$ cat config.mk
export PLATFORM = sky130hd
export DESIGN_NAME = chime_sequencer
export DESIGN_NICKNAME = d
export VERILOG_FILES = /design/src/rtl/chime_pkg.sv /design/src/rtl/chime_slot_timer.sv /design/src/rtl/chime_sequencer.sv
export SDC_FILE = /design/constraint.sdc
export NUM_CORES = 1
export LEC_CHECK = 0
export CAP_MARGIN = 15
export CELL_PAD_IN_SITES_DETAIL_PLACEMENT = 1
export CELL_PAD_IN_SITES_GLOBAL_PLACEMENT = 2
export CORE_ASPECT_RATIO = 0.9
export CORE_MARGIN = 4
export CORE_UTILIZATION = 37
export CTS_CLUSTER_SIZE = 16
export DETAILED_ROUTE_END_ITERATION = 16
export PLACE_DENSITY = 0.9
export SYNTH_ARGS = -nofsm -noshare
export SYNTH_HDL_FRONTEND = slang
export SYNTH_SLANG_ARGS = --single-unit
$ cat constraint.sdc
create_clock -name clk -period 6.9 [get_ports clk]
set_input_delay 2.07 -clock clk [delete_from_list [all_inputs] [get_ports clk]]
set_output_delay 2.07 -clock clk [all_outputs]
set_load 0.1 [all_outputs]
$ cat src/rtl/chime_pkg.sv
// Shared types and constants for the Westminster chime sequencer: FSM states, pitch codes,
// the change table, quarter-hour plans and the BCD hour helper.
package chime_pkg;

    typedef enum logic [2:0] {StIdle, StNote, StGap, StStrikeGap, StStrike} state_e;

    localparam logic [1:0] PitchB3  = 2'd0;
    localparam logic [1:0] PitchE4  = 2'd1;
    localparam logic [1:0] PitchFs4 = 2'd2;
    localparam logic [1:0] PitchGs4 = 2'd3;

    localparam logic [1:0] ChangeTable [5][4] = '{
        '{PitchGs4, PitchFs4, PitchE4,  PitchB3},
        '{PitchE4,  PitchGs4, PitchFs4, PitchB3},
        '{PitchE4,  PitchFs4, PitchGs4, PitchE4},
        '{PitchGs4, PitchE4,  PitchFs4, PitchB3},
        '{PitchB3,  PitchFs4, PitchGs4, PitchE4}
    };

    // Indexed by quarter-1 (0 = :15 ... 3 = :00)
    localparam logic [2:0] QuarterStart [4] = '{3'd0, 3'd1, 3'd3, 3'd1};
    localparam logic [2:0] QuarterCount [4] = '{3'd1, 3'd2, 3'd3, 3'd4};

    localparam int unsigned TimerWidth = 16;

    function automatic logic [3:0] bcd_hour(input logic [7:0] bcd);
        logic [7:0] bin;
        bin = 8'(bcd[7:4]) * 8'd10 + 8'(bcd[3:0]);
        if (bin == 8'd0 || bin > 8'd12) return 4'd12;
        return bin[3:0];
    endfunction

    function automatic logic night_window(input logic [3:0] hour, input logic pm);
        if (pm) return (hour == 4'd10) || (hour == 4'd11);
        return (hour == 4'd12) || (hour <= 4'd6);
    endfunction

endpackage

$ cat src/rtl/chime_slot_timer.sv
// Slot down-counter: load with a length, flags the first and last cycle of the slot.
module chime_slot_timer #(
    parameter int unsigned Width = 16
) (
    input  logic             clk,
    input  logic             reset,
    input  logic             load,
    input  logic [Width-1:0] len,
    output logic             slot_start,
    output logic             slot_done
);

    logic [Width-1:0] cnt_q;
    logic             first_q;

    always_ff @(posedge clk or negedge reset) begin
        if (!reset) begin
            cnt_q   <= '0;
            first_q <= 1'b0;
        end else if (load) begin
            cnt_q   <= len - Width'(1);
            first_q <= 1'b1;
        end else begin
            first_q <= 1'b0;
            if (cnt_q != '0) cnt_q <= cnt_q - Width'(1);
        end
    end

    assign slot_start = first_q;
    assign slot_done  = (cnt_q == '0);

endmodule

$ cat src/rtl/chime_sequencer.sv
// Westminster chime sequencer: plays quarter-hour changes and hour strikes from BCD time.
// Optional macro CHIME_NIGHT_MUTE_EN discards triggers between 10 PM and 6:45 AM.
module chime_sequencer
    import chime_pkg::*;
#(
    parameter int unsigned NOTE_CYCLES   = 4,
    parameter int unsigned GAP_CYCLES    = 8,
    parameter int unsigned STRIKE_CYCLES = 16
) (
    input  logic       clk,
    input  logic       reset,
    input  logic [7:0] hh,
    input  logic [7:0] mm,
    input  logic [7:0] ss,
    input  logic       pm,
    output logic       note_valid,
    output logic [1:0] note_pitch,
    output logic       strike,
    output logic       busy,
    output logic       overrun
);

    state_e                state_q, state_d;
    logic [1:0]            qidx_q, qidx_d;
    logic [3:0]            hours_q, hours_d;
    logic [2:0]            chg_q, chg_d;
    logic [2:0]            left_q, left_d;
    logic [1:0]            note_q, note_d;
    logic [3:0]            strikes_q, strikes_d;
    logic                  match, match_q, trig, mute, overrun_q;
    logic                  load, slot_start, slot_done;
    logic [TimerWidth-1:0] len;

    assign match = (ss == 8'h00) &&
                   (mm == 8'h00 || mm == 8'h15 || mm == 8'h30 || mm == 8'h45);
    assign trig  = match & ~match_q;

`ifdef CHIME_NIGHT_MUTE_EN
    assign mute = night_window(bcd_hour(hh), pm);
`else
    logic unused_pm;
    assign unused_pm = pm;
    assign mute      = 1'b0;
`endif

    always_comb begin
        state_d   = state_q;
        qidx_d    = qidx_q;
        hours_d   = hours_q;
        chg_d     = chg_q;
        left_d    = left_q;
        note_d    = note_q;
        strikes_d = strikes_q;
        load      = 1'b0;
        len       = TimerWidth'(NOTE_CYCLES);
        unique case (state_q)
            StIdle: begin
                if (trig && !mute) begin
                    unique case (mm)
                        8'h15:   qidx_d = 2'd0;
                        8'h30:   qidx_d = 2'd1;
                        8'h45:   qidx_d = 2'd2;
                        default: qidx_d = 2'd3;
                    endcase
                    state_d = StNote;
                    load    = 1'b1;
                    hours_d = bcd_hour(hh);
                    chg_d   = QuarterStart[qidx_d];
                    left_d  = QuarterCount[qidx_d];
                    note_d  = 2'd0;
                end
            end
            StNote: begin
                if (slot_done) begin
                    if (note_q != 2'd3) begin
                        note_d = note_q + 2'd1;
                        load   = 1'b1;
                    end else if (left_q > 3'd1) begin
                        state_d = StGap;
                        load    = 1'b1;
                        len     = TimerWidth'(GAP_CYCLES);
                    end else if (qidx_q == 2'd3) begin
                        state_d = StStrikeGap;
                        load    = 1'b1;
                        len     = TimerWidth'(GAP_CYCLES);
                    end else begin
                        state_d = StIdle;
                    end
                end
            end
            StGap: begin
                // Advance the change only on leaving the gap so the last pitch is held.
                if (slot_done) begin
                    state_d = StNote;
                    load    = 1'b1;
                    note_d  = 2'd0;
                    left_d  = left_q - 3'd1;
                    chg_d   = (chg_q == 3'd4) ? 3'd0 : chg_q + 3'd1;
                end
            end
            StStrikeGap: begin
                if (slot_done) begin
                    state_d   = StStrike;
                    load      = 1'b1;
                    len       = TimerWidth'(STRIKE_CYCLES);
                    strikes_d = hours_q;
                end
            end
            StStrike: begin
                if (slot_done) begin
                    if (strikes_q > 4'd1) begin
                        strikes_d = strikes_q - 4'd1;
                        load      = 1'b1;
                        len       = TimerWidth'(STRIKE_CYCLES);
                    end else begin
                        state_d = StIdle;
                    end
                end
            end
            default: state_d = StIdle;
        endcase
    end

    always_ff @(posedge clk or negedge reset) begin
        if (!reset) begin
            state_q   <= StIdle;
            qidx_q    <= '0;
            hours_q   <= '0;
            chg_q     <= '0;
            left_q    <= '0;
            note_q    <= '0;
            strikes_q <= '0;
            match_q   <= 1'b1;
            overrun_q <= 1'b0;
        end else begin
            state_q   <= state_d;
            qidx_q    <= qidx_d;
            hours_q   <= hours_d;
            chg_q     <= chg_d;
            left_q    <= left_d;
            note_q    <= note_d;
            strikes_q <= strikes_d;
            match_q   <= match;
            overrun_q <= overrun_q | (trig && (state_q != StIdle));
        end
    end

    chime_slot_timer #(
        .Width(TimerWidth)
    ) u_slot_timer (
        .clk        (clk),
        .reset      (reset),
        .load       (load),
        .len        (len),
        .slot_start (slot_start),
        .slot_done  (slot_done)
    );

    assign busy       = (state_q != StIdle);
    assign note_valid = (state_q == StNote) && slot_start;
    assign strike     = (state_q == StStrike) && slot_start;
    assign note_pitch = (state_q == StIdle) ? PitchB3 : ChangeTable[chg_q][note_q];
    assign overrun    = overrun_q;

endmodule

==> results of run 1 <==
==> placed cells by master (no fill, tap or decap), types with 2 or more instances in the layout <==
| cell type | instances |
|---|---|
| dfrtp_1 | 39 |
| nor2_1 | 36 |
| clkdlybuf4s50_1 | 30 |
| nand2_1 | 23 |
| a21oi_1 | 23 |
| ha_1 | 20 |
| inv_1 | 17 |
| nor3_1 | 15 |
| o21ai_0 | 15 |
| xnor2_1 | 9 |
| nand3_1 | 8 |
| nand4_1 | 6 |
| nand2b_1 | 5 |
| nor4_1 | 5 |
| nor3b_1 | 5 |
| and2_1 | 5 |
| or4_1 | 5 |
| clkbuf_8 | 5 |
| o31ai_1 | 4 |
| or3_1 | 4 |
| o22ai_1 | 4 |
| o211ai_1 | 4 |
| o21a_1 | 3 |
| xor2_1 | 3 |
| nor2b_1 | 3 |
| and4b_1 | 3 |
| nor4_4 | 2 |
| a211o_1 | 2 |
| and3_1 | 2 |
| a211oi_1 | 2 |
| o31a_1 | 2 |
| a32o_1 | 2 |
| a31oi_1 | 2 |
| fa_1 | 2 |
==> worst min-delay path by stage <==
stage,end,slack (ns),depth (start not counted)
2_1_floorplan,hours_q[0],0.45,2
3_3_place_gp,overrun,0.44,1
3_5_place_dp,overrun,0.45,1
4_1_cts,overrun,0.47,1
5_1_grt,overrun,0.48,1
6_report,overrun,0.47,1
==> worst reg2reg max path: cells and delay by family (launching register included) <==
| kind | cells | cell delay (ns) |
|---|---|---|
| simple gates | 3 | 1.24 |
| flops | 1 | 0.41 |
| mux | 1 | 0.34 |
| compound gates | 1 | 0.32 |
| fa+ha+maj | 1 | 0.17 |
| buf+inv | 1 | 0.11 |
==> state kept, by name, indices dropped and copies added, names as in the netlist <==
register and count:
chg_q 3, hours_q 4, left_q 3, match_q 1
note_q 2, overrun 1, qidx_q 2, state_q 3
strikes_q 4, u_slot_timer.cnt_q 16, u_slot_timer.slot_start 1
==> final cells by class <==
| type | instances | area share [%] |
|---|---|---|
| inverter | 17 | 1.96 |
| clock buffer | 6 | 2.22 |
| multi-input combinational | 245 | 50.9 |
| tap | 93 | 3.57 |
| timing repair buffer | 32 | 9.59 |
| sequential | 40 | 30.7 |
| clock inverter | 2 | 1.07 |
==> kinds of logic after synthesis <==
logic type / Yosys count / synth area share, %
AO/OA/AOI/OAI: 74 / 18.0
XOR/XNOR: 12 / 3.79
adder cells (fa/ha/maj): 22 / 10.5
multiplexers: 2 / 0.766
buffers and inverters: 25 / 4.06
AND/OR/NAND/NOR: 135 / 26.8
flip-flops: 40 / 36.1
==> through the flow <==
step	instances	setup WS [ns]	instance area [sq um]
6_report	435	2.09	3260
5_1_grt	435	1.95	3260
4_1_cts	435	2.06	3260
3_5_place_dp	427	1.99	3160
3_3_place_gp	427	2.17	3160
2_1_floorplan	310	1.83	2780
==> per-layer routing <==
metal,global-route usage [%],vias up
met5,0,-
met4,2.05,0
met3,2.79,3
met2,27.7,23
met1,23.1,1196
li1,-,1192
==> power by group <==
part | leakage [nW] | internal [mW] | switching (mW) | total, mW
logic | 0.824 | 0.0256 | 0.0275 | 0.0531
registers | 0.462 | 0.234 | 0.000151 | 0.234
clock network | 0.0552 | 0.108 | 0.0884 | 0.196
==> run_results.csv, run 1 <==
group,metric,value,unit
worst_setup_path,worstPathArrival,2.74,ns
worst_setup_path,rrSetupSlack,4.20,ns
synth,yosys.area.top_type_share,35.2,%
worst_setup_path,path_buf_inv,2,
route,dr.pass1.iters,4,
cts,postCtsHoldBufs,0,
worst_setup_path,r2r-end,"note_q[0]",
synth,synthArstFlopShare,100,%
route,wl_met3,186,microns
cts,cts_resized,0,
worst_setup_path,reg2reg_depth,7,
sta,skew,0.0116,ns
grt,grt_usage,16.6,%
worst_setup_path,critical_path.max_fanout,5,
route,dr.max_layer_used,"met4",
synth,synth_common_cells,"dfrtp_1, nor2_1, a21oi_1, nand2_1, ha_1",
cells_and_area,multi_input_area,1660,sq um
worst_setup_path,cpPeakStageDelay,1.16,ns
grt,grt_max_degree,41,
route,vias_per_cell,5.55,
placement,place_congestion,0.762,
cells_and_area,area_growth,17.6,%
worst_setup_path,crit_path_end,"note_pitch[1]",
synth,yosysSeqAreaShare,36.1,%
floorplan,rows,29,
route,wl_met2,3.58,mm
cells_and_area,n_fill_cell,840,
sta,slew_viol_final,0,
sta,setup_viol,0,
cts,tritoncts,"done",
worst_setup_path,cp_slowest_cell,"clkdlybuf4s50_1",
worst_setup_path,crit_family,"buffers and inverters",
grt,antenna_found_initial,0,
synth,netlist_area,2780,sq um
status,status,"finished, final reports clean",
route,vias,2414,
min_path,hold_path.class,"reg2reg",
route,drt-total-wl,7.16,mm
placement,portBuffers,31,
power,cellPowerDensity,148,nW/um^2
cells_and_area,drive_above_1_share,6.43,%
grt,overflow,0,
cts,numCtsBuffers,5,
worst_setup_path,crit_chain,"inv_1 > ha_1 > nor2_1 > o31ai_1 > nor3_1 > clkdlybuf4s50_1",
placement,hpwlAfterDp,5.52,mm
synth,synthTopCellsByArea,"dfrtp_1, ha_1, nor2_1",
grt,grt_pass1_wl,12.3,mm
route,drt_iter0_markers,125,
grt,grt_pass1_vias,2531,
cts,clock_latency,0.30,ns
power,p_total,483,uW
synth,synth_area_leader_cell,"dfrtp_1",
cts,post_cts_buffers,0,
cts,cts_sinks,40,
sta,relSlewSlack,35.2,%
cells_and_area,diodes,0,
job,maxCapViolations,0,
power,leakagePower,1.34,nW
synth,synth-edff-count,0,
route,final_antenna_net_count,0,
floorplan,fp.coreArea,7180,sq um
cts,cts.clk_slew.worst_paths,0.09,ns
cells_and_area,final_net_count,390,
sta,period_share,69.7,%
sta,hold_viol,0,
sta,rsz0062_at_grt,"no",
worst_setup_path,critical_path.startpoint_type,"flip-flop",
floorplan,start_util,38.6,%
synth,synthFlopType,"dfrtp_1",
route,post-route-drc-count,0,
floorplan,die_width,99.3,microns
synth,syn_inst,310,
sta,hold_ws,0.472,ns
route,detail_route.wl_per_cell,16.5,microns
cts,cts_root_buf,"clkbuf_8",
worst_setup_path,end_kind,"primary output",
worst_setup_path,criticalPathCategory,"reg2out",
synth,ys_types,57,
route,met1_length,3.37,mm
floorplan,ioPinCount,33,
synth,synth_most_common_cell,"dfrtp_1",
sta,period_needed,4.81,ns
cells_and_area,fin_util,45.4,%
worst_setup_path,cp.required,4.83,ns
power,ir_drop,0.0000951,V
sta,worst_slew_pin_slew,0.970,ns
cells_and_area,seq_area,1000,sq um
min_path,hold_start,"overrun",
floorplan,die_y,90.2,microns
cts,ctsLongestPathBuffers,2,
synth,avgSynthCellArea,8.95,sq um
worst_setup_path,crit_start,"chg_q[0]",
worst_setup_path,r2r_start,"u_slot_timer.cnt_q[0]",
synth,syn_nets,359,
sta,max_freq,208,MHz
synth,yosysWarnings,0,
synth,ys_seq_elements,40,
worst_setup_path,worst-path-stages,6,
floorplan,die-area,8950,sq um
sta,setup-tns-final,0,ns
cts,h-tree-depth,2,
Note: power is estimated with default switching activity, not from simulation.
==> run 2, diff against run 1 <==
--- a/config.mk
+++ b/config.mk
@@ -10,10 +10,10 @@
 export CELL_PAD_IN_SITES_GLOBAL_PLACEMENT = 2
 export CORE_ASPECT_RATIO = 0.9
 export CORE_MARGIN = 4
-export CORE_UTILIZATION = 37
+export CORE_UTILIZATION = 35
 export CTS_CLUSTER_SIZE = 16
 export DETAILED_ROUTE_END_ITERATION = 16
-export PLACE_DENSITY = 0.9
+export PLACE_DENSITY = 0.86
 export SYNTH_ARGS = -nofsm -noshare
 export SYNTH_HDL_FRONTEND = slang
 export SYNTH_SLANG_ARGS = --single-unit
==> constraint.sdc (replaced) <==
create_clock -name clk -period 4.8 [get_ports clk]
set_input_delay 1.44 -clock clk [delete_from_list [all_inputs] [get_ports clk]]
set_output_delay 1.44 -clock clk [all_outputs]
set_load 0.1 [all_outputs]
==> run_results.csv, run 2 (same netlist as run 1, synthesis figures left out) <==
group,metric,value,unit
placement,hpwlAfterDp,5.36,mm
cts,cts.clk_slew.worst_paths,0.09,ns
grt,grt_usage,16.0,%
cts,post_cts_buffers,0,
power,ir_drop,0.000126,V
sta,max_freq,260,MHz
cells_and_area,diodes,0,
grt,grt_max_degree,41,
cells_and_area,final_net_count,391,
min_path,hold_path.class,"reg2reg",
cts,cts_root_buf,"clkbuf_8",
placement,dp.cells,431,
worst_setup_path,worstPathArrival,4.03,ns
cells_and_area,final_cell_mix,"dfrtp_1, nor2_1, clkdlybuf4s50_1, nand2_1, a21oi_1",
cells_and_area,area_growth,18.4,%
sta,period_share,80.2,%
route,drt-total-wl,6.96,mm
status,status,"finished, final reports clean",
job,maxCapViolations,0,
power,leakagePower,1.36,nW
grt,antenna_found_initial,0,
cells_and_area,largest_register,"u_slot_timer.cnt_q",
cells_and_area,drive_above_1_share,7.89,%
route,post-route-drc-count,0,
cells_and_area,final_common_cell,"dfrtp_1",
sta,rsz0062_at_grt,"no",
cts,numCtsBuffers,5,
sta,setup-tns-final,0,ns
cts,clock_latency,0.30,ns
worst_setup_path,critical_path.startpoint_type,"input port",
floorplan,ioPinCount,33,
route,detail_route.wl_per_cell,15.9,microns
sta,skew,0.00665,ns
cells_and_area,fin_util,43.1,%
route,vias_per_cell,5.50,
sta,hold_viol,0,
grt,grt_pass1_wl,12.2,mm
placement,portBuffers,31,
grt,grt_pass1_vias,2520,
sta,setup_viol,0,
sta,period_needed,3.85,ns
placement,place_congestion,0.783,
power,cellPowerDensity,226,nW/um^2
worst_setup_path,criticalPathCategory,"in2reg",
floorplan,die-area,9420,sq um
sta,hold_ws,0.461,ns
worst_setup_path,cpPeakStageDelay,0.57,ns
worst_setup_path,cp_slowest_cell,"clkdlybuf4s50_1",
worst_setup_path,crit_family,"adder cells",
route,vias,2409,
route,dr.pass1.iters,4,
floorplan,rows,30,
cells_and_area,largestRegisters,"u_slot_timer.cnt_q: 16 flops, hours_q: 4 flops, strikes_q: 4 flops",
sta,worst_slew_pin_slew,0.961,ns
cts,h-tree-depth,2,
worst_setup_path,cp.required,4.98,ns
sta,relSlewSlack,35.7,%
cells_and_area,largest_register_ffs,16,
worst_setup_path,crit_chain,"clkdlybuf4s50_1 > ha_1 > ha_1 > fa_1 > a2111oi_0 > a211oi_1 > a211oi_1 > and3_1 > a31oi_1",
route,drt_iter0_markers,93,
sta,slew_viol_final,0,
floorplan,start_util,36.4,%
cts,ctsLongestPathBuffers,2,
cts,tritoncts,"done",
cts,cts_sinks,40,
worst_setup_path,path_buf_inv,1,
power,p_total,742,uW
cells_and_area,layout.cells.non_filler,438,
worst_setup_path,end_kind,"flip-flop",
cts,cts_resized,0,
route,final_antenna_net_count,0,
floorplan,fp.coreArea,7620,sq um
worst_setup_path,critical_path.max_fanout,6,
cts,postCtsHoldBufs,0,
floorplan,die_width,102,microns
grt,overflow,0,
floorplan,die_y,92.5,microns
run 2: cell types whose count changed in the layout (fill, tap and decap cells not counted), sizes merged:
| cell | before | now |
|---|---|---|
| bufinv | 1 | 2 |
| clkdlybuf4s50 | 30 | 26 |
| clkinv | 1 | 0 |
| buf | 2 | 7 |
| clkbuf | 6 | 5 |
run 2: power breakdown:
| group | internal [mW] | switching [mW] |
|---|---|---|
| combinational | 0.0367 | 0.0384 |
| sequential | 0.337 | 0.000205 |
| clock | 0.205 | 0.125 |
| total | 0.578 | 0.164 |
run 2: stage by stage:
step	worst slack (ns)	instance area (sq um)
floorplan	0.364	2780
detailed placement	0.617	3160
finish	0.948	3290
global placement	0.696	3160
CTS	0.942	3290
global route	0.712	3290
run 2: path summary, 6_finish.rpt:
kind,startpoint,endpoint,slack [ns],cells past startpoint
max,hh[7],hours_q[3],0.95,9
min,overrun,overrun,0.46,1
max reg2reg,u_slot_timer.cnt_q[0],note_q[0],2.16,7
min reg2reg,overrun,overrun,0.46,1
max in group asynchronous,reset,note_q[1],2.94,1
min in group asynchronous,reset,overrun,1.27,1
run 2: cell type report:
type | count | area, sq um
flip-flops and latches | 40 | 1000
well taps | 96 | 120
inverters | 17 | 63.8
clock inverters | 2 | 60.1
fillers | 909 | 4330
clock buffers | 5 | 68.8
repair buffers | 33 | 310
multi-input cells | 245 | 1660
run 2: worst reg2reg max path: cells and delay by family, from the launching register on:
family                   cells  cell delay (ns)
AO/OA/AOI/OAI                1             0.31
multiplexers                 1             0.35
flip-flops                   1             0.40
AND/OR/NAND/NOR              3             1.24
adder cells (fa/ha/maj)      1             0.16
buffers and inverters        1             0.08
run 2: layer usage:
layer	share of wire (%)	up-vias	GRT usage, %
met3	2.3	4	2.56
met5	0	-	0
li1	-	1192	-
met2	47	19	26.3
met1	50	1194	22.3
met4	0.66	0	2.95
